==> src/rtl/servo_setpoint_ramp.sv <==
// -----------------------------------------------------------------------------
// servo_setpoint_ramp
//
// Turns raw joystick axis samples into a slew-limited servo pulse width.
// A sample is clamped to the calibrated joystick range and snapped to the
// centre value inside a small deadzone. It is then scaled to microseconds by
// an exact 21-step restoring divider. The resulting target is followed by
// 'control', which moves at most STEP_MAX once per servo frame.
//
// Ports:
//   CLK           system clock
//   RST_N         asynchronous active-low reset
//   sample_valid  raw sample present (handshake with sample_ready)
//   sample_ready  high while idle, low while a sample is being converted
//   sample        raw joystick axis value, unsigned 32 bits
//   enable        allows the slew stage to move control on frame ticks
//   control       pulse width in us driven to the servo PWM generator
//   target        most recent scaled set-point in us
//   target_valid  one-cycle pulse in the cycle target takes a new value
//   at_target     control equals target
// -----------------------------------------------------------------------------
module servo_setpoint_ramp #(
  parameter int unsigned IN_MIN       = 32'd228,
  parameter int unsigned IN_MAX       = 32'd830,
  parameter int unsigned CENTER       = 32'd529,
  parameter int unsigned DEADZONE     = 32'd8,
  parameter int unsigned OUT_MIN      = 32'd650,
  parameter int unsigned OUT_MAX      = 32'd2600,
  parameter int unsigned STEP_MAX     = 32'd40,
  parameter int unsigned FRAME_CYCLES = 32'd500000
) (
  input  logic        CLK,
  input  logic        RST_N,
  input  logic        sample_valid,
  output logic        sample_ready,
  input  logic [31:0] sample,
  input  logic        enable,
  output logic [31:0] control,
  output logic [31:0] target,
  output logic        target_valid,
  output logic        at_target
);

  localparam int NUM_W = 21;
  localparam int CNT_W = (FRAME_CYCLES > 32'd1) ? $clog2(FRAME_CYCLES) : 1;

  localparam logic [31:0]      IN_MIN_W   = IN_MIN;
  localparam logic [31:0]      IN_MAX_W   = IN_MAX;
  localparam logic [31:0]      CENTER_W   = CENTER;
  localparam logic [31:0]      DZ_LO      = 32'(CENTER - DEADZONE);
  localparam logic [31:0]      DZ_HI      = 32'(CENTER + DEADZONE);
  localparam logic [31:0]      OUT_MIN_W  = OUT_MIN;
  localparam logic [31:0]      MID_W      = 32'((OUT_MIN + OUT_MAX) / 32'd2);
  localparam logic [31:0]      STEP_W     = STEP_MAX;
  localparam logic [NUM_W-1:0] OUT_SPAN_N = NUM_W'(OUT_MAX - OUT_MIN);
  localparam logic [11:0]      DIVISOR    = 12'(IN_MAX - IN_MIN);
  localparam logic [CNT_W-1:0] CNT_LAST   = CNT_W'(FRAME_CYCLES - 32'd1);
  localparam logic [4:0]       LAST_ITER  = 5'(NUM_W - 1);

  typedef enum logic [1:0] {
    IDLE  = 2'd0,
    CLAMP = 2'd1,
    DIV   = 2'd2,
    WRITE = 2'd3
  } state_t;

  state_t           state_r;
  state_t           state_nxt_s;
  logic [31:0]      sample_r;
  logic [NUM_W-1:0] num_r;       // numerator, shifted out MSB first; fills with quotient bits
  logic [10:0]      rem_r;
  logic [4:0]       iter_r;
  logic [31:0]      target_r;
  logic [31:0]      slew_tgt_r;  // target as seen by the slew stage, one cycle behind
  logic [31:0]      control_r;
  logic             target_valid_r;
  logic             sample_ready_r;
  logic [CNT_W-1:0] cnt_r;

  logic             handshake_s;
  logic [31:0]      clamp_s;
  logic [31:0]      dz_s;
  logic [31:0]      offset_s;
  logic [11:0]      rem_shift_s;
  logic             ge_s;
  logic [NUM_W-1:0] quo_next_s;
  logic             tick_s;
  logic [31:0]      up_diff_s;
  logic [31:0]      dn_diff_s;
  logic [31:0]      control_nxt_s;

  assign handshake_s = sample_valid && sample_ready_r;

  // Clamp the raw sample to the calibrated range, then snap the deadzone to centre.
  always_comb begin
    clamp_s = sample_r;
    dz_s    = sample_r;
    if (sample_r < IN_MIN_W) begin
      clamp_s = IN_MIN_W;
    end else if (sample_r > IN_MAX_W) begin
      clamp_s = IN_MAX_W;
    end else begin
      clamp_s = sample_r;
    end
    if ((clamp_s >= DZ_LO) && (clamp_s <= DZ_HI)) begin
      dz_s = CENTER_W;
    end else begin
      dz_s = clamp_s;
    end
  end

  assign offset_s = dz_s - IN_MIN_W;

  // One restoring-division step: shift in the next numerator bit, subtract if it fits.
  assign rem_shift_s = {rem_r, num_r[NUM_W-1]};
  assign ge_s        = (rem_shift_s >= DIVISOR);
  assign quo_next_s  = {num_r[NUM_W-2:0], ge_s};

  // FSM state register.
  always_ff @(posedge CLK or negedge RST_N) begin
    if (!RST_N) begin
      state_r <= IDLE;
    end else begin
      state_r <= state_nxt_s;
    end
  end

  // FSM next-state logic.
  always_comb begin
    state_nxt_s = state_r;
    case (state_r)
      IDLE: begin
        if (handshake_s) begin
          state_nxt_s = CLAMP;
        end else begin
          state_nxt_s = IDLE;
        end
      end
      CLAMP: state_nxt_s = DIV;
      DIV: begin
        if (iter_r == LAST_ITER) begin
          state_nxt_s = WRITE;
        end else begin
          state_nxt_s = DIV;
        end
      end
      WRITE:   state_nxt_s = IDLE;
      default: state_nxt_s = IDLE;
    endcase
  end

  // Sample capture, scaling datapath, divider and target register.
  always_ff @(posedge CLK or negedge RST_N) begin
    if (!RST_N) begin
      sample_r       <= 32'd0;
      num_r          <= {NUM_W{1'b0}};
      rem_r          <= 11'd0;
      iter_r         <= 5'd0;
      target_r       <= MID_W;
      target_valid_r <= 1'b0;
      sample_ready_r <= 1'b1;
    end else begin
      target_valid_r <= 1'b0;
      case (state_r)
        IDLE: begin
          if (handshake_s) begin
            sample_r       <= sample;
            sample_ready_r <= 1'b0;
          end
        end
        CLAMP: begin
          // Product cannot exceed 602*1950 < 2^21, so the narrow cast is exact.
          num_r  <= NUM_W'(offset_s[NUM_W-1:0] * OUT_SPAN_N);
          rem_r  <= 11'd0;
          iter_r <= 5'd0;
        end
        DIV: begin
          num_r  <= quo_next_s;
          rem_r  <= ge_s ? 11'(rem_shift_s - DIVISOR) : rem_shift_s[10:0];
          iter_r <= iter_r + 5'd1;
          if (iter_r == LAST_ITER) begin
            // The quotient is at most OUT_MAX-OUT_MIN, so 11 bits hold it.
            target_r       <= OUT_MIN_W + 32'(quo_next_s[10:0]);
            target_valid_r <= 1'b1;
          end
        end
        WRITE: begin
          sample_ready_r <= 1'b1;
        end
        default: begin
          sample_ready_r <= 1'b1;
        end
      endcase
    end
  end

  assign tick_s = (cnt_r == CNT_LAST);

  // Free-running servo frame counter.
  always_ff @(posedge CLK or negedge RST_N) begin
    if (!RST_N) begin
      cnt_r <= {CNT_W{1'b0}};
    end else if (tick_s) begin
      cnt_r <= {CNT_W{1'b0}};
    end else begin
      cnt_r <= cnt_r + {{(CNT_W-1){1'b0}}, 1'b1};
    end
  end

  assign up_diff_s = slew_tgt_r - control_r;
  assign dn_diff_s = control_r - slew_tgt_r;

  // Slew-limited step toward the delayed target, never past it.
  always_comb begin
    control_nxt_s = control_r;
    if (tick_s && enable) begin
      if (slew_tgt_r > control_r) begin
        control_nxt_s = control_r + ((up_diff_s > STEP_W) ? STEP_W : up_diff_s);
      end else if (slew_tgt_r < control_r) begin
        control_nxt_s = control_r - ((dn_diff_s > STEP_W) ? STEP_W : dn_diff_s);
      end else begin
        control_nxt_s = control_r;
      end
    end else begin
      control_nxt_s = control_r;
    end
  end

  // Control register plus the one-cycle-delayed target copy. The delay makes a
  // frame tick that lands on the target write (or on the WRITE cycle itself)
  // still steer toward the previous target.
  always_ff @(posedge CLK or negedge RST_N) begin
    if (!RST_N) begin
      control_r  <= MID_W;
      slew_tgt_r <= MID_W;
    end else begin
      control_r  <= control_nxt_s;
      slew_tgt_r <= target_r;
    end
  end

  assign control      = control_r;
  assign target       = target_r;
  assign target_valid = target_valid_r;
  assign sample_ready = sample_ready_r;
  assign at_target    = (control_r == target_r);

endmodule

==> config.mk <==
export PLATFORM = sky130hd
export DESIGN_NAME = servo_setpoint_ramp
export DESIGN_NICKNAME = d
export VERILOG_FILES = /design/src/rtl/servo_setpoint_ramp.sv
export SDC_FILE = /design/constraint.sdc
export NUM_CORES = 1
export LEC_CHECK = 0
export BUFFER_PORTS_ARGS = -buffer_cell sky130_fd_sc_hd__buf_2
export CAP_MARGIN = 20
export CORE_UTILIZATION = 65
export DETAILED_ROUTE_END_ITERATION = 12
export PLACE_DENSITY = 0.85
export SETUP_SLACK_MARGIN = 0.5
export SLEW_MARGIN = 5
export SYNTH_ARGS = -nofsm -noshare
export SYNTH_HDL_FRONTEND = slang
export SYNTH_SLANG_ARGS = --single-unit
==> constraint.sdc <==
create_clock -name CLK -period 14.6 [get_ports CLK]
set_input_delay 3.65 -clock CLK [delete_from_list [all_inputs] [get_ports CLK]]
set_output_delay 3.65 -clock CLK [all_outputs]
set_load 0.01 [all_outputs]
# Word-level counts from Yosys, hierarchy flattened
# Cells that the tools add are included.
[classes]
reduce_logical = 11
n_mul = 1
n_addsub = 9
order_cmp = 9
n_eq_ne = 7
n_mux = 19
[op_table]
columns = ["op", "n"]
rows = [
  ["32-bit 2-to-1 mux", 6],
  ["32-bit subtractor", 3],
  ["32-bit by 6-bit > comparator with 1-bit output, second input constant", 2],
  ["21-bit one-hot mux with 2 select lines", 1],
  ["32-bit adder", 1],
  ["32-bit == test", 1],
  ["32-bit by 10-bit >= comparator with 1-bit output, second input constant", 1],
  ["32-bit by 10-bit > comparator with 1-bit output, second input constant", 1],
  ["32-bit > comparator", 1],
  ["32-bit by 10-bit less-or-equal comparator with 1-bit output, second input constant", 1],
  ["32-bit < comparator", 1],
  ["32-bit by 8-bit < comparator with 1-bit output, second input constant", 1],
  ["11-bit one-hot mux with 2 select lines", 1],
  ["21-bit by 10-bit multiplier with 20-bit output, second input constant", 1],
  ["21-bit 2-to-1 mux", 1],
  ["21-bit by 8-bit subtractor with 21-bit output, second input constant", 1],
  ["19-bit by 1-bit adder with 19-bit output, second input constant", 1],
  ["19-bit == test, second input constant", 1],
  ["19-bit 2-to-1 mux", 1],
  ["10-bit by 11-bit adder with 12-bit output, first input constant", 1],
  ["12-bit by 10-bit >= comparator with 1-bit output, second input constant", 1],
  ["11-bit 2-to-1 mux", 1],
  ["11-bit by 10-bit subtractor with 11-bit output, second input constant", 1],
  ["5-bit one-hot mux with 2 select lines", 1],
  ["12 further kinds", 24],
]
[totals]
in_bits = 36
regBits = 188
elab_cells = 67
out_inout_bits = 67

# Logic depth before layout (Yosys ltp)
[logic_depth]
depth_word = 9
depth_mapped = 31
ltp_nobuf = 30

# Worst setup path before layout
# OpenSTA, ideal clock, no wires.
[synth_timing]
kind = "flip-flop to flip-flop"
from = "register sample_r[18]"
to = "register num_r[20]"
path_slack_ns = 7.359
required_ns = 14.471
arrival_ns = 7.112
path_stages_with_launch = 29
period_less_slack_ns = 7.241
n_path_buf = 0
setup_ns = 0.129
path_cell_list = "dfrtp_1 -> nor4_1 -> nand4_1 -> a311oi_1 -> nand2_1 -> or3_1 -> o21ai_0 -> ha_1 -> inv_1 -> o21ba_2 -> xor2_1 -> inv_2 -> xnor2_1 -> ha_1 -> a21o_1 -> ha_1 -> fa_1 -> fa_1 -> inv_1 -> fa_1 -> inv_1 -> ha_1 -> or4_1 -> o21ai_0 -> o21ba_2 -> a211oi_1 -> a21oi_1 -> xnor2_1 -> o21ai_0"
[synth_via]
elab_chain_cells = 9
word_cells_on_any_way = 11
cone_classes = "add/sub: 1; mul: 1; order compare: 4; mux: 4; reduce/logical: 1"
[synth_rtl]
columns = ["element", "line_no", "source"]
rows = [
  ["start: declaration", "69", "logic [31:0] sample_r;"],
  ["start signal: assignment", "167", "sample_r <= sample;"],
  ["32-bit by 10-bit > comparator with 1-bit output", "100", "end else if (sample_r > IN_MAX_W) begin"],
  ["32-bit 2-to-1 mux", "100", ""],
  ["32-bit 2-to-1 mux (*)", "98", "if (sample_r < IN_MIN_W) begin"],
  ["32-bit by 10-bit >= comparator with 1-bit output or 32-bit by 10-bit less-or-equal comparator with 1-bit output (tied branches)", "105", "if ((clamp_s >= DZ_LO) && (clamp_s <= DZ_HI)) begin"],
  ["1-bit logical AND", "105", ""],
  ["21-bit 2-to-1 mux (*)", "105", ""],
  ["21-bit by 8-bit subtractor with 21-bit output (*)", "112", "assign offset_s = dz_s - IN_MIN_W;"],
  ["21-bit by 10-bit multiplier with 20-bit output (*)", "173", "num_r <= NUM_W'(offset_s[NUM_W-1:0] * OUT_SPAN_N);"],
  ["21-bit one-hot mux with 2 select lines (*)", "164", "case (state_r)"],
  ["end signal: assignment", "156", "num_r <= {NUM_W{1'b0}};"],
  ["end signal: assignment", "173", ""],
  ["end signal: assignment", "178", "num_r <= quo_next_s;"],
  ["end: declaration", "70", "logic [NUM_W-1:0] num_r;"],
]
# Every way passes the cells marked *; elsewhere a longest branch is shown, timed or not.
# A chain may end at the register's enable or synchronous reset.

# Worst setup path after layout
[layout_timing]
from = "register sample_r[19]"
to = "register num_r[20]"
# Same word-level chain as after synthesis.

==> summary.txt <==
Routing
  • Post-route ant nets: 0
  • DR iter-0 viols: 876
  • Vias per inst: around 6.2
  • Drt first pass iters: 5
  • Wirelength, routed: around 36,000 um
  • Routed len/inst: roughly 18 um
  • Vias: about 12,000
  • Final routed DRC violation total: 0

Clock network
  • Postcts setup bufs: 0
  • Clock Root Buffer: clkbuf_16
  • Clk sink count: approximately 150
  • Clk_lat worst skew: 0.43 ns
  • CTS Buffer Depth: 2
  • Cts hold-fix bufs: 0
  • CTS tree: done
  • Post_cts resized: 0
  • CTS Buf Count: 17
  • H-tree levels: 4
  • Clk slew on worst S/H paths: 0.07 ns

Layout
  • Fraction of layout cells with a size suffix above 1: 0.113
  • P&R area growth vs syn: 7.98%
  • Nets: slightly below 2,000
  • Design Area, Final: between 15,000 and 20,000 um2
  • Most common cell after layout, fill and taps aside: nand2_1
  • Ant. Diodes: 0
  • Most frequent cells in the layout: 182 x nand2_1, 159 x inv_1, 129 x dfrtp_1

GRT
  • Global routing's busiest layer: met2
  • GRT Residual Overflow: 0
  • Largest net degree at the start of global routing: 80
  • GR Util met1: 0.428
  • Initial antenna violation count: 0
  • Total GRT Usage: 0.332
  • First-pass GRT wire length: a little under 60,000 um
  • Vias in the first global route: ~12,000
  • Met3 Usage GRT: 0.0327
  • Met2 Use GR: 0.568

Placement
  • Buffers on Ports: between 80 and 90
  • Post-DP HPWL: approximately 27,000 um
  • Gpl congestion: 1.01
  • Placed cell area: 14,500 um2

Floorplan
  • I/O Pins: 103
  • Row cnt: 53
  • Initial Util: 0.664
  • DIE AREA: approximately 22,000 um2
  • DIE HEIGHT: around 150 um
  • Die Wd: about 150 um
  • Core box area: 21,100 um2

Setup path
  • Most frequent CP cell: ha_1
  • CP max FO: 7
  • Crit path required time: about 15 ns
  • Startpoint Class: register
  • Max incr delay on CP: 0.63 ns
  • Setup CP Type: register to register
  • CP max stage cell: a311oi_1
  • Critical Path AT: between 8 and 9 ns
  • CP endpoint kind: register

Logic synthesis
  • Number of synthesized flops with an enable pin: 0
  • Synth Register Bits: roughly 150
  • Ys async rst share: 1.00
  • Post-synthesis cell area: around 14,000 um2
  • Synth Flop Type: dfrtp_1
  • Mean cell area of the mapped netlist: ~8.4 um2
  • Synth warnings: 0
  • Seq/Total Area, Yosys: 0.266
  • Synth Instances: 1,670
  • Post-synth cell types: between 80 and 90

Timing
  • Least-Margin Pin Slew: 1.11 ns
  • Minimum clock period: between 8 and 9 ns
  • Final setup fails: 0
  • Fmax: 122 MHz
  • Max-slew headroom: 0.251
  • Total Negative Setup Slacks: 0 ns
  • Clock skew: 0.0156 ns
  • RSZ-0062 raised after global routing: no
  • Fin Hold WS: around 0.40 ns
  • Final Hold Fails: 0
  • Tcrit/Tclk final: 0.563
  • Slew Limit Fails: 0

Pwr
  • Total Power: 0.00229 W
  • Worst vdd ir: around 0.11 mV
  • Pwr/cell area: approximately 150 nW/um2
  • Pleak: 7.57 nW

Worst hold path
  • Hold Path Class: register to register

Job
  • Maxcap violations: 0

Run status
  • Status: finished clean
final timing paths:
path | to | cells past startpoint | slack (ns) | from
setup reg to reg | num_r[20] | 28 | 6.38 | sample_r[19]
max in group asynchronous | slew_tgt_r[2] | 2 | 9.95 | RST_N
min in group asynchronous | control[31] | 1 | 3.24 | RST_N
hold reg to reg | slew_tgt_r[3] | 0 | 0.40 | target[3]
setup / recovery | num_r[20] | 28 | 6.38 | sample_r[19]
hold / removal | slew_tgt_r[3] | 0 | 0.40 | target[3]
sequential cells by signal (all words and copies together) (netlist names):
register      cells
rem_r            11
state_r           2
target_valid      1
control          32
target           12
iter_r            5
cnt_r            19
sample_r         32
slew_tgt_r       12
sample_ready      1
num_r            21
critical path: cells and delay by family (launching register included):
kind	cells	cell delay [ns]
compound gates	9	2.25
simple gates	5	1.59
xor+xnor	3	0.76
flops	1	0.39
buf+inv	4	0.32
fa+ha+maj	7	2.79
power breakdown:
part	switching (W)	total, W	leakage (nW)	internal, W
Clock	0.000197	0.000458	0.292	0.000261
Combinational	0.000712	0.00118	5.42	0.000464
Sequential	0.000120	0.000660	1.85	0.000540
layout make-up:
class | instances | area (um2)
multi-input combinational | 1301 | 9350
fill | 1624 | 5970
sequential | 148 | 3730
inverter | 162 | 608
timing repair buffer | 90 | 477
clock buffer | 17 | 425
tap | 275 | 344
clock inverter | 15 | 188
kinds of logic after synthesis:
logic type / after synthesis / share of synthesized area
adder cells (fa/ha/maj): 167 / 0.177
XOR/XNOR: 135 / 0.0845
AO/OA/AOI/OAI: 373 / 0.168
buffers and inverters: 251 / 0.0750
flip-flops: 148 / 0.266
multiplexers: 49 / 0.0384
AND/OR/NAND/NOR: 545 / 0.190
other: 2 / 0.000537
per-stage QoR:
step,worst slack (ns),utilization,std cells
2_1_floorplan,7.36,-,1700
3_5_place_dp,6.42,0.688,1976
5_1_grt,5.82,0.717,2008
3_3_place_gp,6.81,0.688,1976
4_1_cts,6.41,0.717,2008
6_report,6.38,0.717,2008
synth_stat cells, drive strengths merged (34+ instances only):
cell	count	area, um2
ha	115	1440
nor3	44	225
xor2	58	508
nand3	48	245
dfrtp	129	3230
nor2	117	442
o21ai	103	516
xnor2	77	674
clkbuf	55	206
a21o	39	293
inv	161	604
nand2	182	683
buf	34	235
a21oi	95	475
mux2	38	428
fa	52	1040
routing by layer:
| metal | routed length (um) | vias up |
|---|---|---|
| li1 | - | 5843 |
| met2 | 17600 | 492 |
| met4 | 1400 | 0 |
| met5 | 0 | - |
| met1 | 14800 | 5978 |
| met3 | 2000 | 107 |
(Power assumes the default switching activity.)
